## config.mk

```make
export PLATFORM = sky130hd
export DESIGN_NAME = fifo_drain_reader_flat
export DESIGN_NICKNAME = d
export VERILOG_FILES = /design/src/rtl/fifo_drain_reader_pkg.sv /design/src/rtl/fifo_drain_reader_if.sv /design/src/rtl/fifo_drain_reader_sat_counter.sv /design/src/rtl/fifo_drain_reader.sv /design/src/flat_wrapper.sv
export SDC_FILE = /design/constraint.sdc
export NUM_CORES = 1
export LEC_CHECK = 0
export BUFFER_PORTS_ARGS = -buffer_cell sky130_fd_sc_hd__buf_4
export CORE_UTILIZATION = 25
export DETAILED_ROUTE_END_ITERATION = 16
export PLACE_DENSITY = 0.52
export SETUP_SLACK_MARGIN = 0.05
export SYNTH_ARGS = -nofsm -noshare
export SYNTH_HDL_FRONTEND = slang
export SYNTH_SLANG_ARGS = --single-unit
```

## constraint.sdc

```tcl
create_clock -name clk -period 1.95 [get_ports clk]
set_clock_uncertainty 0.1 [all_clocks]
set_input_delay 0.195 -clock clk [delete_from_list [all_inputs] [get_ports clk]]
set_output_delay 0.195 -clock clk [all_outputs]
set_load 0.01 [all_outputs]
```

## src/rtl/fifo_drain_reader_pkg.sv

```systemverilog
// ============================================================================
// Module   : fdr_pkg
// Brief    : Shared types, defaults and round-robin pick helper for the reader.
// Revision : 1.0
// ============================================================================
`default_nettype none

package fdr_pkg;

  localparam int c_data_w = 10;
  localparam int c_num_ch = 4;
  localparam int c_cnt_w  = 5;
  localparam int c_ch_w   = 2;
  // Destination field is the top c_dest_w bits of each word.
  localparam int c_dest_w = 2;

  typedef enum logic [1:0] {
    ST_INIT   = 2'd0,
    ST_IDLE   = 2'd1,
    ST_ACTIVE = 2'd2
  } state_t;

  typedef struct packed {
    logic              found;
    logic [c_ch_w-1:0] ch;
  } pick_t;

  // Walks downward so the channel nearest the pointer is the one kept.
  function automatic pick_t rr_pick(input logic [c_num_ch-1:0] empty,
                                    input logic [c_ch_w-1:0]   ptr);
    pick_t             res;
    logic [c_ch_w-1:0] cand;
    res = '0;
    for (int i = c_num_ch - 1; i >= 0; i--) begin
      cand = ptr + c_ch_w'(i);
      if (!empty[cand]) begin
        res.found = 1'b1;
        res.ch    = cand;
      end
    end
    return res;
  endfunction

endpackage

`default_nettype wire

```

## src/rtl/fifo_drain_reader_if.sv

```systemverilog
// ============================================================================
// Module   : fifo_drain_reader_if
// Brief    : Read-side bundle between the output FIFOs and the drain reader.
// Revision : 1.0
// ============================================================================
`default_nettype none

interface fifo_drain_reader_if
  import fdr_pkg::*;
#(
  parameter int NUM_CH = c_num_ch,
  parameter int DATA_W = c_data_w
);
  logic [NUM_CH-1:0]        fifo_empty;
  logic [NUM_CH*DATA_W-1:0] fifo_data;
  logic [NUM_CH-1:0]        pop;

  modport master (input fifo_empty, input fifo_data, output pop);
  modport slave  (output fifo_empty, output fifo_data, input pop);
endinterface

`default_nettype wire

```

## src/rtl/fifo_drain_reader_sat_counter.sv

```systemverilog
// ============================================================================
// Module   : fdr_sat_counter
// Brief    : Saturating up-counter with synchronous clear.
// Revision : 1.0
// ============================================================================
`default_nettype none

module fdr_sat_counter #(
  parameter int CNT_W = 5
) (
  input  wire logic             clk,
  input  wire logic             reset,
  input  wire logic             clr,
  input  wire logic             inc,
  output logic      [CNT_W-1:0] count
);

  always_ff @(posedge clk or negedge reset) begin
    if (!reset) begin
      count <= '0;
    end else if (clr) begin
      count <= '0;
    end else if (inc && (count != {CNT_W{1'b1}})) begin
      count <= count + CNT_W'(1);
    end
  end

endmodule

`default_nettype wire

```

## src/rtl/fifo_drain_reader.sv

```systemverilog
// ============================================================================
// Module   : fifo_drain_reader
// Brief    : Round-robin consumer of the router output FIFOs with per-channel
//            packet counts; DEST_CHECK_EN adds sticky destination-error flags.
// Revision : 1.0
// ============================================================================
`default_nettype none

module fifo_drain_reader
  import fdr_pkg::*;
#(
  parameter int DATA_W = c_data_w,
  parameter int NUM_CH = c_num_ch,
  parameter int CNT_W  = c_cnt_w
) (
  input  wire logic                clk,
  input  wire logic                reset,
  input  wire logic                init,
  input  wire logic                enable,
  fifo_drain_reader_if.master      fifo,
  output logic      [DATA_W-1:0]   data_out,
  output logic                     data_valid,
  output logic      [c_ch_w-1:0]   data_ch,
  input  wire logic                req,
  input  wire logic [c_ch_w-1:0]   idx,
  output logic      [CNT_W-1:0]    counter_out,
  output logic                     counter_valid,
  output logic                     idle,
  output logic      [NUM_CH-1:0]   err
);

  state_t              r_state;
  logic [c_ch_w-1:0]   r_ptr;
  logic [NUM_CH-1:0]   r_pop;

  logic [NUM_CH-1:0]   w_eff_empty;
  pick_t               w_pick;
  logic [NUM_CH-1:0]   w_pick_onehot;
  logic [NUM_CH-1:0]   w_cap;
  logic [c_ch_w-1:0]   w_cap_ch;
  logic [DATA_W-1:0]   w_cap_word;
  logic [CNT_W-1:0]    w_count [NUM_CH];

  // A channel popped last cycle still shows its pre-pop empty flag.
  assign w_eff_empty   = fifo.fifo_empty | r_pop;
  assign w_pick        = rr_pick(w_eff_empty, r_ptr);
  assign w_pick_onehot = {{(NUM_CH-1){1'b0}}, 1'b1} << w_pick.ch;
  assign w_cap         = r_pop & {NUM_CH{~init}};
  assign w_cap_word    = fifo.fifo_data[w_cap_ch*DATA_W +: DATA_W];
  assign fifo.pop      = r_pop;

  always_comb begin
    w_cap_ch = '0;
    for (int c = 0; c < NUM_CH; c++) begin
      if (r_pop[c]) w_cap_ch = c_ch_w'(c);
    end
  end

  always_ff @(posedge clk or negedge reset) begin
    if (!reset) begin
      r_state       <= ST_INIT;
      r_ptr         <= '0;
      r_pop         <= '0;
      data_out      <= '0;
      data_valid    <= 1'b0;
      data_ch       <= '0;
      counter_out   <= '0;
      counter_valid <= 1'b0;
      idle          <= 1'b0;
    end else begin
      r_pop         <= '0;
      data_valid    <= 1'b0;
      counter_valid <= req;

      if (|w_cap) begin
        data_out   <= w_cap_word;
        data_ch    <= w_cap_ch;
        data_valid <= 1'b1;
      end

      if (req) begin
        counter_out <= (init || (r_state == ST_INIT)) ? '0 : w_count[idx];
      end

      if (init) begin
        r_state <= ST_INIT;
        idle    <= 1'b0;
      end else begin
        case (r_state)
          ST_INIT: begin
            r_state <= ST_IDLE;
            idle    <= 1'b1;
          end
          ST_IDLE: begin
            if (enable && !(&fifo.fifo_empty)) begin
              r_state <= ST_ACTIVE;
              idle    <= 1'b0;
            end
          end
          ST_ACTIVE: begin
            if (enable && w_pick.found) begin
              r_pop <= w_pick_onehot;
              r_ptr <= w_pick.ch + c_ch_w'(1);
            end else if ((&fifo.fifo_empty) && (r_pop == '0)) begin
              r_state <= ST_IDLE;
              idle    <= 1'b1;
            end
          end
          default: begin
            r_state <= ST_INIT;
            idle    <= 1'b0;
          end
        endcase
      end
    end
  end

  for (genvar g = 0; g < NUM_CH; g++) begin : g_cnt
    fdr_sat_counter #(.CNT_W(CNT_W)) u_cnt (
      .clk   (clk),
      .reset (reset),
      .clr   (init),
      .inc   (w_cap[g]),
      .count (w_count[g])
    );
  end

`ifdef DEST_CHECK_EN
  logic [NUM_CH-1:0] r_err;

  always_ff @(posedge clk or negedge reset) begin
    if (!reset) begin
      r_err <= '0;
    end else if (init) begin
      r_err <= '0;
    end else if ((|w_cap) && (w_cap_word[DATA_W-1 -: c_dest_w] != w_cap_ch)) begin
      r_err[w_cap_ch] <= 1'b1;
    end
  end

  assign err = r_err;
`else
  assign err = '0;
`endif

endmodule

`default_nettype wire

```

## src/flat_wrapper.sv

```systemverilog
// flat-port wrapper written by rule: the top's interface ports become plain ports
module fifo_drain_reader_flat import fdr_pkg::*;
#(
  parameter int DATA_W = c_data_w,
  parameter int NUM_CH = c_num_ch,
  parameter int CNT_W  = c_cnt_w
)
  (clk, reset, init, enable, data_out, data_valid, data_ch, req, idx, counter_out, counter_valid, idle, err, fifo_fifo_empty, fifo_fifo_data, fifo_pop);
  fifo_drain_reader_if #(.NUM_CH(NUM_CH), .DATA_W(DATA_W)) fifo_i ();
  input  wire logic clk;
  input  wire logic reset;
  input  wire logic init;
  input  wire logic enable;
  output logic      [DATA_W-1:0] data_out;
  output logic data_valid;
  output logic      [c_ch_w-1:0] data_ch;
  input  wire logic req;
  input  wire logic [c_ch_w-1:0] idx;
  output logic      [CNT_W-1:0] counter_out;
  output logic counter_valid;
  output logic idle;
  output logic      [NUM_CH-1:0] err;
  input wire logic [$bits(fifo_i.fifo_empty)-1:0] fifo_fifo_empty;
  input wire logic [$bits(fifo_i.fifo_data)-1:0] fifo_fifo_data;
  output wire logic [$bits(fifo_i.pop)-1:0] fifo_pop;
  assign fifo_i.fifo_empty = fifo_fifo_empty;
  assign fifo_i.fifo_data = fifo_fifo_data;
  assign fifo_pop = fifo_i.pop;
  fifo_drain_reader #(.DATA_W(DATA_W), .NUM_CH(NUM_CH), .CNT_W(CNT_W)) u_core (.clk(clk), .reset(reset), .init(init), .enable(enable), .fifo(fifo_i), .data_out(data_out), .data_valid(data_valid), .data_ch(data_ch), .req(req), .idx(idx), .counter_out(counter_out), .counter_valid(counter_valid), .idle(idle), .err(err));
endmodule
```

# == Word level (Yosys, flattened, before mapping) ==
# Cells that the tools add are included.
# totals
reg_bits,48
in_bits,51
output_inout_bits,28
wordCells,102
# classes
addsub,8
multipliers,1
magnitude_cmp,5
n_eq_ne,9
n_shift,2
n_mux,41
n_bitwise,4
reduce_logical,19
# op_table
cell,n
two-way mux 5 bit,11
indexed part select 40 x 7 -> 10 bit,1
adder 5 x 1 -> 5 bit (second input constant),4
inequality test 5 bit (second input constant),4
less-than comparator 2 x 3 -> 1 bit (second input constant),4
two-way mux 2 bit,6
two-way mux 3 bit,4
two-way mux 4 bit,3
binary-select mux 5 bit (select 2 bit),1
two-way mux 1 bit,10
binary-select mux 1 bit (select 2 bit),4
nonzero test 2 bit,4
logical AND 1 bit,7
inequality test 3 x 2 -> 1 bit (second input constant),2
case mux 2 bit (3 select lines),1
AND reduction 3 bit,2
multiplier 2 x 3 -> 5 bit (second input constant),1
adder 2 x 1 -> 2 bit (second input constant),2
adder 2 bit (second input constant),2
bitwise AND 4 bit,1
zero test 4 bit,1
OR 4 bit,1
AND reduction 4 bit,1
OR reduction 4 bit,1
other kinds (11),11

# == Depth between registers and ports, before layout ==
# logic_depth
ltp_word,11
depth_mapped,8
ltp_nobuf,7

# == Modules after synthesis ==
# Synthesis repeated with hierarchy kept, for this count alone.
# hier_totals
hier_cells,273
hier_area_um2,2640.0
# modules_own_cells
mod,n_inst,cells_per_inst,area_each_um2
fifo_drain_reader,1,181,1644.1
fdr_sat_counter,4,23,249.0

# == Least setup slack after synthesis ==
# No wires, ideal clock.
# synth_path
path_kind,register -> register
from,reg u_core.g_cnt[0].u_cnt.count[0]
to,reg u_core.g_cnt[0].u_cnt.count[3]
setup_time_ns,0.132
arrival_time_ns,1.576
path_slack_ns,0.142
path_stages_with_launch,9
synth_period_minus_slack_ns,1.808
cell_sequence,dfrtp_1 -> ha_1 -> and3_1 -> ha_1 -> nor2b_1 -> clkbuf_1 -> nand4_1 -> xor2_1 -> nor2_1
# synth_via
elab_chain_cells,3
elab_cells_between_ends,6
# synth_rtl
item,line_no,source
"start, declared",fifo_drain_reader_sat_counter.sv:15,output logic [CNT_W-1:0] count
"start signal, assigned",fifo_drain_reader_sat_counter.sv:24,count <= count + CNT_W'(1);
adder 5 x 1 -> 5 bit / inequality test 5 bit (equally long branches),"fifo_drain_reader_sat_counter.sv:24, fifo_drain_reader_sat_counter.sv:23",
two-way mux 5 bit / logical AND 1 bit (equally long branches),fifo_drain_reader_sat_counter.sv:23,end else if (inc && (count != {CNT_W{1'b1}})) begin
two-way mux 5 bit / nonzero test 2 bit (equally long branches),--,
# Several ways; a longest one is shown, not always the timed one. The select of a mux whose other input is x is not followed.
# A chain may end at the register's enable or synchronous reset.

# == Worst setup path in the final report ==
# layout_path
from,reg u_core.g_cnt[3].u_cnt.count[0]
to,reg u_core.g_cnt[3].u_cnt.count[2]
# layout_via
elab_chain_cells,3
elab_cells_between_ends,6
# layout_rtl
item,line_no
"start, declared",fifo_drain_reader_sat_counter.sv:15
"start signal, assigned",fifo_drain_reader_sat_counter.sv:24
adder 5 x 1 -> 5 bit / inequality test 5 bit (equally long branches),"fifo_drain_reader_sat_counter.sv:24, fifo_drain_reader_sat_counter.sv:23"
two-way mux 5 bit / logical AND 1 bit (equally long branches),fifo_drain_reader_sat_counter.sv:23
two-way mux 5 bit / nonzero test 2 bit (equally long branches),--
# Several ways; a longest one is shown, not always the timed one. The select of a mux whose other input is x is not followed.

==> flow_summary.toml <==
[status]
status = "completed"

[global_routing]
grt_max_degree = 48
grt_pass1_wl_um = 10900
gr-total-overflow = 0
grt_usage_pct = 12.3
antenna_found_initial = 0
grt_pass1_vias = 2265

[place]
dp_hpwl_um = 4820
placed_cell_area_sq_mm = 0.00339
port_buffers = 74
gp_congestion = 0.754

[routing]
wl_per_cell_um = 13.4
vias_per_cell = 4.53
final_antenna_net_count = 0
drt-initial-drc-count = 123
drt-total-wl_um = 6630
drc = 0
first_pass_iters = 4
num_vias = 2242

[final_layout]
n_fill_cell = 1095
num_antenna_cells = 0
final_util_pct = 34.7
area_growth_pct = 34.0
final_nets = 417
fin_area_sq_mm = 0.00360
drive_gt1_share_pct = 32.9

[synthesis]
yosysWarnings = 0
synthCells = 273
ys.flop_type = "dfrtp_1"
ys_ff_latch = 47
ys_async_sr_fraction_pct = 100
synth_cell_types = 43
synth_area_per_cell_sq_um = 9.84
synth_enable_flop_cells = 0
synth_seq_area_share_pct = 43.8
netlist_area_sq_mm = 0.00269

[timing]
hold_viol_final = 0
setup_viol = 0
tns_ps = 0
whs_ps = 95.3
fmax_mhz = 551
grt_setup_unrepaired = "yes"
worst_pin_slew_ps = 615
fin_crit_ps = 1820
slew_violations = 0
slew_headroom_pct = 59.0
period_share_pct = 93.1

[floorplanning]
num_io_pins = 79
core_sq_mm = 0.0104
die_area_sq_mm = 0.0112
placementRows = 37
die_y_um = 106
initial_core_util_pct = 25.9
die_w_um = 106

[cts]
cts_tree = "yes"
clk_latency_ps = 310
htree_levels = 2
clk_pin_slew_ps = 100
clkSinkCount = 47
cts_buffer_depth = 2
cts_buffers = 5
clockRootBuffer = "clkbuf_8"

[job]
cap_violations = 0

[worst_setup_path]
cp_cell_sequence = "ha_1, and3_1, ha_1, nor2b_2, buf_4, nand2_1, xor2_1, nor2_1"
critical_path_arrival_ps = 1910
slowest_stage = "dfrtp_1"
crit_path_frequent_cell = "ha_1"
crit_path_start_kind = "register"
slowest_delay_ps = 430
end_kind = "register"
critPathMaxFanout = 4
crit_type = "reg -> reg"
crit_buf_inv = 1
path_delay_family = "simple AND/OR/NAND/NOR gates"
cp_data_required_time_ps = 2050

[hold_path]
hold_class = "in -> reg"

[power]
p_per_area_mw_per_mm2 = 675
static-leakage-power_nw = 1.63
vdd_drop_max_mv = 0.252
[kinds of logic after synthesis]
| logic type | Yosys count | share of synthesized area, % |
|---|---|---|
| muxes | 24 | 11.3 |
| xor gates and xnor gates | 13 | 4.24 |
| and+or+nand+nor | 88 | 15.7 |
| buffers and inverters | 35 | 6.47 |
| adders and majority gates | 8 | 3.73 |
| DFF | 47 | 43.8 |
| AOI/OAI and AO/OA | 57 | 14.7 |
| other | 1 | 0.140 |
[registers in the layout, summed over array words and instances (netlist names)]
name	flops
u_core.r_ptr	2
u_core.data_out	10
u_core.fifo.pop	4
u_core.r_state	2
u_core.g_cnt.u_cnt.count	20
u_core.data_ch	2
u_core.data_valid	1
u_core.counter_out	5
u_core.counter_valid	1
[what timing repair did]
| item | in CTS | in global routing |
|---|---|---|
| pin swaps | 0 | 1 |
| endpoints found under the setup margin | 3 | 9 |
| buffers inserted | 0 | 9 |
| hold buffers | 2 | 0 |
| hold endpoints to repair | 48 | 0 |
| gates resized for setup | 1 | 3 |
[synthesized netlist by cell type, types with 6 or more instances]
cell type,number,area share (%)
dfrtp_1,47,44
nor2_1,40,5.6
mux2i_1,19,7.1
nand2_1,16,2.2
a21oi_1,15,2.8
inv_1,13,1.8
o211ai_1,12,3.4
o21a_1,10,2.8
clkbuf_1,9,1.3
ha_1,8,3.7
xor2_1,8,2.6
buf_4,6,1.7
o22ai_1,6,1.4
[worst reg2reg max path: stages (launching register included)]
cell     delay (ps)
dfrtp_1         430
ha_1            230
and3_1          190
ha_1            200
nor2b_2         160
buf_4           150
nand2_1          70
xor2_1          120
nor2_1           50
[layer usage]
layer  vias to the layer above  wire [um]  track usage [%]
met2                        52       3130             20.0
met1                      1061       3090             16.1
met5                         -          0                0
met3                         8        315             2.91
met4                         0         98             4.07
li1                       1121          -                -
[placed cells by master, fill, tap and decap left out, types with 2 or more instances in the layout]
cell,instances
o211ai_1,12
o22ai_1,6
o21ai_0,3
nor4_1,2
conb_1,4
dfrtp_1,45
inv_1,13
clkbuf_8,5
o21a_1,10
nor2b_1,3
or2_1,2
nor2_1,40
dfrtp_2,2
xnor2_1,5
nand2_1,16
xor2_1,8
a211oi_1,2
and3_1,5
mux2i_1,19
mux4_2,5
nand4_1,5
dlygate4sd3_1,2
nand2b_1,2
nor3_1,4
buf_4,95
a21oi_1,15
nor2_2,2
ha_1,7
o21ai_1,2
[path summary, 6_finish.rpt]
check / start / to / cells past startpoint / slack, ps
max: u_core.g_cnt[3].u_cnt.count[0] / u_core.g_cnt[3].u_cnt.count[2] / 8 / 130
min: enable / u_core.r_state[0] / 4 / 100
max reg2reg: u_core.g_cnt[3].u_cnt.count[0] / u_core.g_cnt[3].u_cnt.count[2] / 8 / 130
min reg2reg: u_core.data_out[2] / u_core.data_out[2] / 1 / 400
max in group asynchronous: reset / u_core.g_cnt[1].u_cnt.count[0] / 2 / 970
min in group asynchronous: reset / u_core.data_ch[1] / 2 / 350
[report_power, final]
part | internal (W) | switching (W)
Sequential | 0.00107 | 0.0000707
Clock | 0.000387 | 0.000366
Combinational | 0.000297 | 0.000236
[metrics by stage]
stage               std cells  total power [W]  worst slack, ps
floorplan                 276          0.00141              142
global placement          476          0.00169              143
detailed placement        476          0.00170             60.5
CTS                       486          0.00246             83.9
global route              495          0.00256             20.7
finish                    495          0.00243              135
[final cells by class]
| class | count | area, sq um | share of cell area, % |
|---|---|---|---|
| Tap cell | 136 | 170 | 4.73 |
| Timing Repair Buffer | 97 | 733 | 20.4 |
| Inverter | 13 | 48.8 | 1.36 |
| Multi-Input combinational cell | 194 | 1350 | 37.6 |
| Clock inverter | 3 | 46.3 | 1.29 |
| Sequential cell | 47 | 1180 | 32.8 |
| Clock buffer | 5 | 68.8 | 1.91 |
(Power assumes the default switching activity.)
